File: src/rtl/axis_pack_pkg.sv
// Shared types and sizing helpers for the AXI-Stream pixel packer.
package axis_pack_pkg;
  typedef enum logic [1:0] {IDLE, FILL, PAD, DRAIN} state_t;

  localparam int LANES              = 4;
  localparam int PIXELS_PER_FRAME_D = 121;
  localparam int WORDS_PER_FRAME    = (PIXELS_PER_FRAME_D + LANES - 1) / LANES;

  // Bits needed to count 0..v-1; never returns zero width.
  function automatic int clogb2(input int v);
    int r;
    r = 0;
    while ((1 << r) < v) r++;
    return (r < 1) ? 1 : r;
  endfunction
endpackage

File: src/rtl/pixel_lane_assembler.sv
// Collects pixels into a word lane by lane; word_done fires on the beat that completes it.
module pixel_lane_assembler
  import axis_pack_pkg::*;
#(
  parameter int PIX_WIDTH = 8,
  parameter int NUM_LANES = 4
) (
  input  logic                                axi_clk,
  input  logic                                axi_reset,
  input  logic [PIX_WIDTH-1:0]                pix,
  input  logic                                wr,
  input  logic                                flush,
  output logic [NUM_LANES-1:0][PIX_WIDTH-1:0] word,
  output logic                                word_done
);
  localparam int            LW        = clogb2(NUM_LANES);
  localparam logic [LW-1:0] LAST_LANE = LW'(NUM_LANES - 1);

  logic [LW-1:0]                       lane_q;
  logic [NUM_LANES-1:0][PIX_WIDTH-1:0] pix_q;

  // word already includes the beat being written, so the top can register it directly.
  for (genvar g = 0; g < NUM_LANES; g++) begin : g_lane
    assign word[g] = (wr && lane_q == LW'(g)) ? pix : pix_q[g];
  end

  assign word_done = wr && (flush || lane_q == LAST_LANE);

  always_ff @(posedge axi_clk) begin
    if (axi_reset || word_done) begin
      pix_q  <= '0;
      lane_q <= '0;
    end else if (wr) begin
      pix_q  <= word;
      lane_q <= lane_q + LW'(1);
    end
  end
endmodule

File: src/rtl/axis_pixel_packer.sv
// Packs 8-bit pixels into fixed-length frames of 32-bit AXI-Stream words, zero-padding short frames.
// Define PACK_BINARIZE_EN to threshold each pixel to 8'hFF / 8'h00 before packing.
module axis_pixel_packer
  import axis_pack_pkg::*;
#(
  parameter int PIX_WIDTH        = 8,
  parameter int DATA_WIDTH       = 32,
  parameter int PIXELS_PER_FRAME = 121,
  parameter int THRESHOLD        = 128
) (
  input  logic                  axi_clk,
  input  logic                  axi_reset,
  input  logic                  s_axis_valid,
  input  logic [PIX_WIDTH-1:0]  s_axis_data,
  input  logic                  s_axis_last,
  output logic                  s_axis_ready,
  output logic                  m_axis_valid,
  output logic [DATA_WIDTH-1:0] m_axis_data,
  output logic                  m_axis_last,
  input  logic                  m_axis_ready,
  output logic                  frame_err
);
  localparam int NUM_LANES = DATA_WIDTH / PIX_WIDTH;
  localparam int WPF       = (PIXELS_PER_FRAME + NUM_LANES - 1) / NUM_LANES;
  localparam int PW        = clogb2(PIXELS_PER_FRAME);
  localparam int WW        = clogb2(WPF);

  localparam logic [PW-1:0]        PIX_LAST  = PW'(PIXELS_PER_FRAME - 1);
  localparam logic [WW-1:0]        WORD_LAST = WW'(WPF - 1);
  localparam logic [PIX_WIDTH-1:0] THR       = PIX_WIDTH'(THRESHOLD);

`ifdef PACK_BINARIZE_EN
  localparam bit BIN_EN = 1'b1;
`else
  localparam bit BIN_EN = 1'b0;
`endif

  state_t                              state_q, state_d;
  logic [PW-1:0]                       pix_cnt;
  logic [WW-1:0]                       word_cnt;
  logic                                slot_free, acc, frame_end, word_done;
  logic                                load_pad, err_d, clr_cnt;
  logic [PIX_WIDTH-1:0]                pix_in;
  logic [NUM_LANES-1:0][PIX_WIDTH-1:0] asm_word;

  assign slot_free = !m_axis_valid || m_axis_ready;

  always_comb begin
    pix_in = s_axis_data;
    if (BIN_EN) pix_in = (s_axis_data >= THR) ? '1 : '0;
  end

  always_ff @(posedge axi_clk) begin
    if (axi_reset) state_q <= IDLE;
    else           state_q <= state_d;
  end

  always_comb begin
    state_d      = state_q;
    s_axis_ready = 1'b0;
    acc          = 1'b0;
    frame_end    = 1'b0;
    load_pad     = 1'b0;
    err_d        = 1'b0;
    clr_cnt      = 1'b0;
    case (state_q)
      IDLE: state_d = FILL;
      FILL: begin
        s_axis_ready = slot_free;
        acc          = s_axis_valid && slot_free;
        frame_end    = acc && (s_axis_last || pix_cnt == PIX_LAST);
        if (frame_end) begin
          if (word_cnt == WORD_LAST) state_d = DRAIN;
          else begin
            state_d = PAD;
            err_d   = 1'b1;
          end
        end
      end
      PAD: begin
        if (slot_free) begin
          load_pad = 1'b1;
          if (word_cnt == WORD_LAST) state_d = DRAIN;
        end
      end
      DRAIN: begin
        if (m_axis_valid && m_axis_ready && m_axis_last) begin
          state_d = FILL;
          clr_cnt = 1'b1;
        end
      end
      default: state_d = IDLE;
    endcase
  end

  pixel_lane_assembler #(
    .PIX_WIDTH (PIX_WIDTH),
    .NUM_LANES (NUM_LANES)
  ) u_asm (
    .axi_clk   (axi_clk),
    .axi_reset (axi_reset),
    .pix       (pix_in),
    .wr        (acc),
    .flush     (frame_end),
    .word      (asm_word),
    .word_done (word_done)
  );

  always_ff @(posedge axi_clk) begin
    if (axi_reset || clr_cnt) begin
      pix_cnt  <= '0;
      word_cnt <= '0;
    end else begin
      if (acc)                   pix_cnt  <= frame_end ? '0 : pix_cnt + PW'(1);
      if (word_done || load_pad) word_cnt <= word_cnt + WW'(1);
    end
  end

  // Single-entry output slot: a new word only loads when the slot is free or draining this cycle.
  always_ff @(posedge axi_clk) begin
    if (axi_reset) begin
      m_axis_valid <= 1'b0;
      m_axis_last  <= 1'b0;
      m_axis_data  <= '0;
      frame_err    <= 1'b0;
    end else begin
      frame_err <= err_d;
      if (word_done || load_pad) begin
        m_axis_valid <= 1'b1;
        m_axis_last  <= (word_cnt == WORD_LAST);
        m_axis_data  <= load_pad ? '0 : asm_word;
      end else if (m_axis_ready) begin
        m_axis_valid <= 1'b0;
        m_axis_last  <= 1'b0;
      end
    end
  end
endmodule
File: config.mk
export PLATFORM = sky130hd
export DESIGN_NAME = axis_pixel_packer
export DESIGN_NICKNAME = d
export VERILOG_FILES = /design/src/rtl/axis_pack_pkg.sv /design/src/rtl/pixel_lane_assembler.sv /design/src/rtl/axis_pixel_packer.sv
export SDC_FILE = /design/constraint.sdc
export NUM_CORES = 1
export LEC_CHECK = 0
export ABC_AREA = 1
export CORE_ASPECT_RATIO = 1.5
export CORE_MARGIN = 2
export CORE_UTILIZATION = 58
export DETAILED_ROUTE_END_ITERATION = 6
export HOLD_SLACK_MARGIN = 0.1
export PLACE_DENSITY = 0.84
export SYNTH_ARGS = -nofsm -noshare
export SYNTH_HDL_FRONTEND = slang
export SYNTH_SLANG_ARGS = --single-unit
export TNS_END_PERCENT = 5
File: constraint.sdc
create_clock -name axi_clk -period 2.9 [get_ports axi_clk]
set_input_delay 0.58 -clock axi_clk [delete_from_list [all_inputs] [get_ports axi_clk]]
set_output_delay 0.58 -clock axi_clk [all_outputs]
set_load 0.02 [all_outputs]
* Word level (Yosys, flattened, before mapping)
Cells that the tools add are included.
** Storage, ports and cells
- Flip-flop bits (word level) :: 83
- Input bits :: 13
- Output and inout port bits :: 36
- Word-level logic and storage cells :: 73
** Cells by class
- Add/subtract/negate cells :: 3
- Equal/unequal tests :: 12
- Muxes and demuxes :: 23
- Bitwise operators :: 2
- Reductions and logical operators :: 21
** Operator list (number)
- two-way mux 32 bit :: 1
- two-way mux 8 bit :: 4
- two-way mux 1 bit :: 12
- logical AND 1 bit :: 9
- == test 2 bit (second input constant) :: 4
- two-way mux 2 bit :: 4
- inequality test 2 bit (second input constant) :: 4
- case mux 2 bit (4 select lines) :: 1
- adder 7 x 1 -> 7 bit (second input constant) :: 1
- == test 7 bit (second input constant) :: 1
- two-way mux 7 bit :: 1
- logical OR 1 bit :: 6
- adder 5 x 1 -> 5 bit (second input constant) :: 1
- == test 5 bit (second input constant) :: 1
- == test 2 x 1 -> 1 bit (second input constant) :: 2
- zero test 2 bit :: 2
- AND reduction 4 bit :: 1
- OR reduction 3 bit :: 1
- adder 2 x 1 -> 2 bit (second input constant) :: 1
- NOT 1 bit :: 2
- nonzero test 2 bit :: 1
- zero test 1 bit :: 1

* Depth between registers and ports, before layout
Gate-level depths: netlist (run 1).
- Depth in word-level cells :: 9
- Gate-level depth with buffers :: 10
- Depth with buffers taken out :: 10

* Hierarchy
A second synthesis (run 1) with hierarchy kept.
** Unflattened totals
- Cells, all modules :: 541
- Area total of the unflattened synthesis :: 3846.2 um^2
** Modules (own cells, without submodules)
- axis_pixel_packer :: times used 1, cells each 271, area an instance 2117.0 um^2, seq. area each 980.9 um^2
- pixel_lane_assembler :: times used 1, cells each 270, area an instance 1729.2 um^2, seq. area each 680.7 um^2

* Worst setup path after synthesis (run 1)
OpenSTA, ideal clock, no wires.
- Path kind :: input to register
- Start point :: in m_axis_ready
- End point :: reg m_axis_data[24]
- Setup time :: 0.113 ns
- Arrival time :: 1.603 ns
- Required time :: 2.787 ns
- Slack :: 1.184 ns
- Cell stages on the path :: 8
- Buffers on the path :: 1
- Cell sequence :: nor2_1 -> nor2_1 -> nand3_2 -> buf_4 -> o21ai_0 -> nand2_1 -> nand2_1 -> nor2_1
** On the way
- Longest elaborated chain between the ends :: 7
- Elaborated cells on any way between the ends :: 13
- Those cells by class :: mux (6); reduce/logical (7)
** RTL lines
- start: declaration :: line axis_pixel_packer.sv:20 : input logic m_axis_ready,
- logical OR 1 bit * :: line axis_pixel_packer.sv:46 : assign slot_free = !m_axis_valid || m_axis_ready;
- logical AND 1 bit :: line axis_pixel_packer.sv:70 : acc = s_axis_valid && slot_free;
- logical AND 1 bit :: line axis_pixel_packer.sv:71 : frame_end = acc && (s_axis_last || pix_cnt == PIX_LAST);
- two-way mux 1 bit :: line axis_pixel_packer.sv:66 : case (state_q)
- logical OR 1 bit :: line pixel_lane_assembler.sv:27 : assign word_done = wr && (flush || lane_q == LAST_LANE);
- logical AND 1 bit :: line pixel_lane_assembler.sv:27
- logical OR 1 bit :: line axis_pixel_packer.sv:128 : if (word_done || load_pad) begin
- end signal: assignment :: line axis_pixel_packer.sv:131 : m_axis_data <= load_pad ? '0 : asm_word;
- end: declaration :: line axis_pixel_packer.sv:18 : output logic [DATA_WIDTH-1:0] m_axis_data,
Every way passes the cells marked *; elsewhere a longest branch is shown, timed or not.
A chain may end at the register's enable or synchronous reset.

* Final worst setup path (run 1)
- Start point :: in m_axis_ready
- End point :: out s_axis_ready
** On the way
- Longest elaborated chain between the ends :: 2
** RTL lines
- logical OR 1 bit :: line axis_pixel_packer.sv:46
- two-way mux 1 bit :: line axis_pixel_packer.sv:66
- end: declaration :: line axis_pixel_packer.sv:16 : output logic s_axis_ready,
No other way between the ends.

==> results of run 1 <==
==> sequential cells by signal, summed over array words and instances (netlist names) <==
register	cells
m_axis_last	1
u_asm.lane_q	2
u_asm.pix_q	32
pix_cnt	7
frame_err	1
word_cnt	5
state_q	2
m_axis_valid	1
m_axis_data	32
==> cell families after synthesis <==
kind of cell | after synthesis
DFF | 83
xor gates and xnor gates | 4
buffers and inverters | 70
adders and majority gates | 11
AOI/OAI and AO/OA | 45
and+or+nand+nor | 282
==> cell type report <==
class	instances	area (µm²)	area share, %
Timing Repair Buffer	57	573	13.4
Clock inverter	5	55.1	1.29
Tap cell	72	90.1	2.11
Sequential cell	83	1660	39.0
Clock buffer	10	128	2.99
Multi-Input combinational cell	342	1560	36.5
Inverter	53	199	4.67
==> routing by layer <==
metal / track usage [%] / vias up / routed length, µm
met5: 0 / - / 0
met4: 9.23 / 0 / 168
met3: 5.09 / 16 / 253
met2: 40.8 / 60 / 3900
met1: 25.1 / 1445 / 3010
li1: - / 1622 / -
==> power breakdown <==
| group | total (µW) | internal (µW) | switching, µW |
|---|---|---|---|
| Sequential | 1320 | 1250 | 69.2 |
| Combinational | 894 | 354 | 540 |
| Clock | 796 | 391 | 405 |
==> worst min-delay path, delay by kind of cell, from the launching register on <==
kind | cells | cell delay, ns
flip-flops | 1 | 0.34
buffers and inverters | 1 | 0.06
AO/OA/AOI/OAI | 1 | 0.05
==> how the worst min path moves through the flow <==
stage	start	end	slack, ns
2_1_floorplan	pix_cnt[5]	pix_cnt[5]	0.43
3_3_place_gp	pix_cnt[5]	pix_cnt[5]	0.45
3_5_place_dp	pix_cnt[5]	pix_cnt[5]	0.46
4_1_cts	pix_cnt[5]	pix_cnt[5]	0.48
5_1_grt	pix_cnt[5]	pix_cnt[5]	0.49
6_report	pix_cnt[5]	pix_cnt[5]	0.48
==> stage by stage <==
stage	hold WS, ns	cell area (µm²)	total power, µW	cells	setup slack, ns
after global placement	0.453	4080	2220	607	0.415
final	0.479	4260	3010	622	0.398
after detailed placement	0.463	4080	2250	607	0.400
after CTS	0.476	4260	3030	622	0.403
after floorplan	0.434	3550	1960	495	1.18
after global routing	0.492	4260	3190	622	0.320
==> cell usage in the layout (no fill, tap or decap), drive strengths merged, types with 4 or more instances in the layout <==
master	instances
nand3	13
clkbuf	10
o21ai	15
dfxtp	83
nor2	116
a21oi	28
nand4	11
inv	53
ha	11
clkdlybuf4s50	48
buf	9
nand2	137
nor3	4
==> impl_metrics.yaml, run 1 <==
finish:
  area_delta_synth_final_pct: 20.3
  final_nets: 570
  fill_cells: 473
  drive_above_1_share_pct: 5.45
  fin_util_pct: 72.6
  diodes: 0
clock_tree:
  cts_setup_buffers: 0
  clk_path_buf_depth: 2
  cts_tree: "built"
  cts_resized: 0
  clkTransAtPathRegs_ns: 0.09
  clk_latency_ns: 0.35
  clk_root_buffer_cell: "clkbuf_8"
  cts_inserted_buffers: 9
  htree_levels: 3
  ctsHoldBuffers: 0
  cts.sinks: 83
floorplanning:
  core_um2: 5870
  die_area_um2: 6770
  die_width_um: 67.8
  start_util_pct: 60.4
  rows: 34
  ioPinCount: 49
  die-height_um: 99.8
synth:
  synth_cell_types: 25
  synth_top_family_by_area: "simple AND/OR/NAND/NOR gates"
  synthArstFlopShare_pct: 0
  yosys-top-cells-count: "nand2_1, nor2_1, dfxtp_1"
  yosys_warnings: 0
  synth_xor_area_share_pct: 0.988
  synth-main-ff-cell: "dfxtp_1"
  ys_ff_latch: 83
  synthMuxAreaShare_pct: 0
  synth_compound_area_share_pct: 6.49
  synthTopCellsByArea: "dfxtp_1, nand2_1, nor2_1"
  synth_fa_ha_area_share_pct: 3.88
  synth-simple-area-share_pct: 32.6
  synth_top_area_cell: "dfxtp_1"
  synth.avg_cell_area_um2: 7.16
  synth.cell_area_um2: 3550
  ys_seq_area_share_pct: 46.9
  synth_edf_count: 0
  yosysMostFrequentCell: "nand2_1"
  netlist_instances: 495
  synth_nets: 519
  synth.top_cell.area_share_pct: 46.9
routing:
  remaining_drc_errors: 0
  avgViaCountPerCell: 5.05
  routed_wl_um: 7340
  first_pass_iters: 4
  wl_per_cell_um: 11.8
  drtIter0Drc: 132
  routed-via-count: 3143
  ant_nets: 0
global_route:
  grt_max_degree: 51
  grt_pass1_vias: 2858
  grt_pass1_wl_um: 11900
  antenna_found_initial: 0
  grt_usage_pct: 22.8
  overflow: 0
worst_setup_path:
  crit_path_top_delay_cell: "clkdlybuf4s50_1"
  critPathMaxStageDelay_ns: 0.54
  crit_cells: 4
  critPathBufInv: 2
  reg2reg_from: "state_q[1]"
  cp_max_fo: 4
  cp-start-kind: "primary input"
  rr_worst_depth: 10
  reg2reg_to: "m_axis_data[1]"
  critPathArrivalTime_ns: 1.92
  reg2reg_slack_ns: 0.99
  crit_path_start: "m_axis_ready"
  crit_required_ns: 2.32
  cpLargestDelayFamily: "buffers and inverters"
  path_cells: "clkdlybuf4s50_1 > nor2_1 > nor2_1 > clkdlybuf4s50_1"
  worstSetupEndpoint: "s_axis_ready"
  crit_path_end_kind: "output pin"
  crit_type: "primary input to output pin"
sta:
  fmax_mhz: 400
  slew_headroom_pct: 70.1
  rsz0062_at_grt: "no"
  slew_viol_final: 0
  fin_crit_ns: 2.50
  finalClockSkew_ns: 0.0103
  setup_violations: 0
  worst_pin_slew_ns: 0.448
  min_period_over_period_pct: 86.3
  timing_hold_violations_final: 0
  tns_ns: 0
place:
  post-dp-hpwl_um: 5360
  io_buffers: 48
  place_congestion: 0.815
hold_path:
  hold_path_class: "register to register"
  hold_path_depth: 2
status:
  outcome: "completed"
power_and_ir_drop:
  vdd_drop_max_uv: 380
  cellPowerDensity_nw_per_um2: 707
  leakage_uw: 0.00181
flow_run:
  cap_viol_max_count: 0
Note: power is estimated with default switching activity, not from simulation.
==> run 2, diff against run 1 <==
==> constraint.sdc (replaced) <==
create_clock -name axi_clk -period 2.9 [get_ports axi_clk]
set_input_delay 0.29 -clock axi_clk [delete_from_list [all_inputs] [get_ports axi_clk]]
set_output_delay 0.29 -clock axi_clk [all_outputs]
set_load 0.02 [all_outputs]
==> impl_metrics.yaml, run 2 (same netlist as run 1, synthesis figures left out) <==
global_route:
  grt_usage_pct: 23.5
  grt_pass1_vias: 2897
  overflow: 0
  antenna_found_initial: 0
  grt_pass1_wl_um: 12300
  grt_max_degree: 61
hold_path:
  hold_start: "pix_cnt[5]"
  hold_path_class: "register to register"
sta:
  setup_violations: 0
  fmax_mhz: 437
  slew_headroom_pct: 62.1
  fin_crit_ns: 2.29
  tns_ns: 0
  worst_pin_slew_ns: 0.567
  rsz0062_at_grt: "no"
  min_period_over_period_pct: 78.9
  timing_hold_violations_final: 0
  finalClockSkew_ns: 0.00928
  slew_viol_final: 0
finish:
  area_delta_synth_final_pct: 18.8
  fin_cells: 618
  final_cell_mix: "nand2_1, nor2_1, dfxtp_1"
  final_nets: 565
  final_area_um2: 4210
  top_regs: "m_axis_data (32), u_asm.pix_q (32), pix_cnt (7)"
  drive_above_1_share_pct: 4.58
  final_common_cell: "nand2_1"
  diodes: 0
floorplanning:
  ioPinCount: 49
  rows: 34
  core_um2: 5870
  die-height_um: 99.8
  die_width_um: 67.8
  start_util_pct: 60.4
  die_area_um2: 6770
routing:
  routed_wl_um: 7060
  drtIter0Drc: 151
  wl_per_cell_um: 11.4
  routed-via-count: 3074
  first_pass_iters: 4
  avgViaCountPerCell: 4.97
  remaining_drc_errors: 0
  ant_nets: 0
clock_tree:
  cts_tree: "built"
  clk_root_buffer_cell: "clkbuf_8"
  ctsHoldBuffers: 0
  clk_path_buf_depth: 2
  clk_latency_ns: 0.35
  cts_resized: 0
  clkTransAtPathRegs_ns: 0.08
  cts.sinks: 83
  cts_setup_buffers: 0
  cts_inserted_buffers: 9
  htree_levels: 3
flow_run:
  cap_viol_max_count: 0
worst_setup_path:
  reg2reg_from: "state_q[1]"
  critPathArrivalTime_ns: 2.53
  crit_path_start: "state_q[1]"
  crit_type: "register to register"
  cp_max_fo: 60
  crit_required_ns: 3.14
  crit_path_end_kind: "register"
  cp-start-kind: "register"
place:
  place_congestion: 0.786
  place_area_um2: 4020
  post-dp-hpwl_um: 5110
  post-place-cells: 602
  io_buffers: 48
power_and_ir_drop:
  vdd_drop_max_uv: 488
  leakage_uw: 0.00178
  cellPowerDensity_nw_per_um2: 711
status:
  outcome: "completed"
-- run 2: cell count changes in the layout (fill, tap and decap cells not counted) --
cell,previous run,this run
buf_4,7,4
buf_12,2,0
clkbuf_1,1,2
clkbuf_8,9,10
clkinv_2,2,1
-- run 2: critical path, cell delays in order, from the launching register on --
cell	delay (ns)
dfxtp_1	0.35
inv_1	0.07
ha_1	0.25
inv_1	0.14
nor3_4	0.31
nand2_2	0.27
nand2_4	0.52
nand2_1	0.12
nand2_1	0.09
nor2_1	0.05
-- run 2: final timing paths --
| check | slack [ns] | end | cells after the start |
|---|---|---|---|
| worst max register to register | 0.61 | m_axis_data[19] | 9 |
| worst min-delay path | 0.47 | pix_cnt[5] | 2 |
| worst min register to register | 0.47 | pix_cnt[5] | 2 |
| worst max-delay path | 0.61 | m_axis_data[19] | 9 |
-- run 2: layout make-up --
type                    count  area [µm²]
clock inverters             4        50.0
repair buffers             52         510
clock buffers              12         145
well taps                  72        90.1
multi-input cells         342        1560
flip-flops and latches     83        1660
fillers                   496        1660
inverters                  53         199
-- run 2: report_power, final --
group / total, µW / switching, µW / leakage [µW] / internal, µW
Clock: 810 / 389 / 0.0000926 / 421
Combinational: 863 / 533 / 0.00102 / 329
Sequential: 1320 / 69.6 / 0.000672 / 1250
Total: 3000 / 992 / 0.00178 / 2000
-- run 2: layer usage --
metal  wire (µm)  vias to the layer above  track usage (%)
li1            -                     1607                -
met1        2980                     1410             25.6
met2        3700                       44             42.2
met3         215                       13             5.77
met4         160                        0             9.54
met5           0                        -                0
-- run 2: through the flow --
| step | worst slack (ns) | total power [µW] | utilization (%) | hold WS [ns] |
|---|---|---|---|---|
| 2_1_floorplan | 1.27 | 1960 | - | 0.359 |
| 3_3_place_gp | 0.578 | 2190 | 68.5 | 0.449 |
| 3_5_place_dp | 0.516 | 2220 | 68.5 | 0.463 |
| 4_1_cts | 0.610 | 3020 | 71.8 | 0.476 |
| 5_1_grt | 0.371 | 3190 | 71.8 | 0.503 |
| 6_report | 0.613 | 3000 | 71.8 | 0.468 |
==> run 3, diff against run 2 <==
--- a/config.mk
+++ b/config.mk
@@ -8,10 +8,10 @@
 export ABC_AREA = 1
 export CORE_ASPECT_RATIO = 1.5
 export CORE_MARGIN = 2
-export CORE_UTILIZATION = 58
+export CORE_UTILIZATION = 49
 export DETAILED_ROUTE_END_ITERATION = 6
 export HOLD_SLACK_MARGIN = 0.1
-export PLACE_DENSITY = 0.84
+export PLACE_DENSITY = 0.75
 export SYNTH_ARGS = -nofsm -noshare
 export SYNTH_HDL_FRONTEND = slang
 export SYNTH_SLANG_ARGS = --single-unit
==> constraint.sdc (replaced) <==
create_clock -name axi_clk -period 2.1 [get_ports axi_clk]
set_input_delay 0.21 -clock axi_clk [delete_from_list [all_inputs] [get_ports axi_clk]]
set_output_delay 0.21 -clock axi_clk [all_outputs]
set_load 0.02 [all_outputs]
==> impl_metrics.yaml, run 3 (same netlist as run 1, synthesis figures left out) <==
sta:
  rsz0062_at_grt: "no"
  timing_hold_violations_final: 0
  fmax_mhz: 554
  slew_headroom_pct: 70.2
  setup_violations: 0
  min_period_over_period_pct: 85.9
  setup_slack_ns: 0.295
  tns_ns: 0
  slew_viol_final: 0
  fin_crit_ns: 1.80
  finalClockSkew_ns: 0.00973
  worst_pin_slew_ns: 0.446
clock_tree:
  clk_latency_ns: 0.36
  cts.sinks: 83
  htree_levels: 3
  cts_setup_buffers: 0
  cts_tree: "built"
  clk_path_buf_depth: 2
  clk_root_buffer_cell: "clkbuf_8"
  ctsHoldBuffers: 0
  clkTransAtPathRegs_ns: 0.08
  cts_inserted_buffers: 9
power_and_ir_drop:
  p_comb_share_pct: 29.9
  leakage_uw: 0.00185
  vdd_drop_max_uv: 627
  p_sw_share_pct: 32.7
  p_int_uw: 2850
  p_sw_uw: 1390
  cellPowerDensity_nw_per_um2: 979
  pwr-share-seq_pct: 43.2
  power_frac_clock_pct: 27.0
place:
  io_buffers: 48
  place_congestion: 0.903
  post-dp-hpwl_um: 5460
  post-place-ws_ns: 0.0906
global_route:
  grt_max_degree: 35
  grt_pass1_wl_um: 12700
  grt_usage_pct: 20.5
  overflow: 0
  grt_pass1_vias: 2987
  antenna_found_initial: 0
worst_setup_path:
  cp-start-kind: "register"
  crit_type: "register to register"
  path_cells: "inv_1 > ha_1 > nand3_1 > o21ai_0 > nand2_2 > nand2_4 > buf_12 > nand3_1 > a21oi_1"
  crit_required_ns: 2.39
  crit_path_top_delay_cell: "dfxtp_1"
  reg2reg_from: "pix_cnt[0]"
  cpMostUsedCell: "nand3_1"
  cp_max_fo: 21
  crit_path_end_kind: "register"
  crit_path_start: "pix_cnt[0]"
  cpLargestDelayFamily: "simple AND/OR/NAND/NOR gates"
  critPathMaxStageDelay_ns: 0.34
  reg2reg_slack_ns: 0.30
  critPathArrivalTime_ns: 2.10
  critPathBufInv: 2
routing:
  routed-via-count: 3069
  routed_wl_um: 7480
  first_pass_iters: 4
  ant_nets: 0
  avgViaCountPerCell: 4.85
  drtIter0Drc: 151
  wl_per_cell_um: 11.8
  remaining_drc_errors: 0
floorplanning:
  die-height_um: 108
  rows: 38
  core_um2: 7130
  start_util_pct: 49.7
  die_width_um: 73.5
  ioPinCount: 49
  die_area_um2: 7950
finish:
  final_common_cell: "nand2_1"
  final_cell_mix: "nand2_1, nor2_1, dfxtp_1"
  area_delta_synth_final_pct: 22.0
  top_regs: "m_axis_data (32), u_asm.pix_q (32), pix_cnt (7)"
  final_nets: 573
  diodes: 0
  drive_above_1_share_pct: 5.97
  fill_cells: 677
  fin_util_pct: 60.6
status:
  outcome: "completed"
hold_path:
  hold_path_class: "register to register"
  hold_start: "pix_cnt[5]"
flow_run:
  cap_viol_max_count: 0
## run 3: changes by cell type in the layout (fill, tap and decap cells not counted), sizes merged
cell           delta
buf               +8
clkinvlp          -2
clkbuf            +1
clkdlybuf4s50     -1
dlymetal6s2s      +1
## run 3: power groups by stage
stage / sequential (µW) / clock, µW / combinational, µW
floorplan: 1960 / 0 / 756
global placement: 1860 / 0 / 1250
detailed placement: 1870 / 0 / 1270
CTS: 1830 / 1180 / 1280
global route: 1850 / 1230 / 1420
finish: 1830 / 1140 / 1270
## run 3: metrics by stage
| stage | total power [µW] | hold slack (ns) | instance area (µm²) | instances |
|---|---|---|---|---|
| after floorplan | 2710 | 0.279 | 3550 | 495 |
| after global placement | 3110 | 0.445 | 4130 | 618 |
| after detailed placement | 3140 | 0.457 | 4130 | 618 |
| after CTS | 4290 | 0.470 | 4320 | 633 |
| after global routing | 4500 | 0.507 | 4330 | 633 |
| final | 4240 | 0.465 | 4330 | 633 |
## run 3: final timing paths
kind | end | cells after the start
max reg2reg | m_axis_data[5] | 9
min | pix_cnt[5] | 2
min reg2reg | pix_cnt[5] | 2
max | m_axis_data[5] | 9
## run 3: cell type report
class	count	area (µm²)	share of cell area, %
inverters	53	199	4.60
clock inverters	2	35.0	0.810
flip-flops and latches	83	1660	38.4
multi-input cells	342	1560	36.1
well taps	80	100	2.31
clock buffers	13	159	3.67
repair buffers	60	611	14.1
## run 3: routing by layer
metal,wire [µm],track usage (%)
met3,213,2.70
met4,205,12.3
met5,0,0
met1,3150,22.7
met2,3910,36.2
## run 3: timing repair
item,CTS,global route
cloned,0,0
endpoints found under the setup margin,1,1
gates resized for setup,1,1
## run 3: worst reg2reg max path: stages, from the launching register on
cell,delay [ns]
dfxtp_1,0.34
inv_1,0.09
ha_1,0.15
nand3_1,0.07
o21ai_0,0.33
nand2_2,0.17
nand2_4,0.19
buf_12,0.18
nand3_1,0.09
a21oi_1,0.14
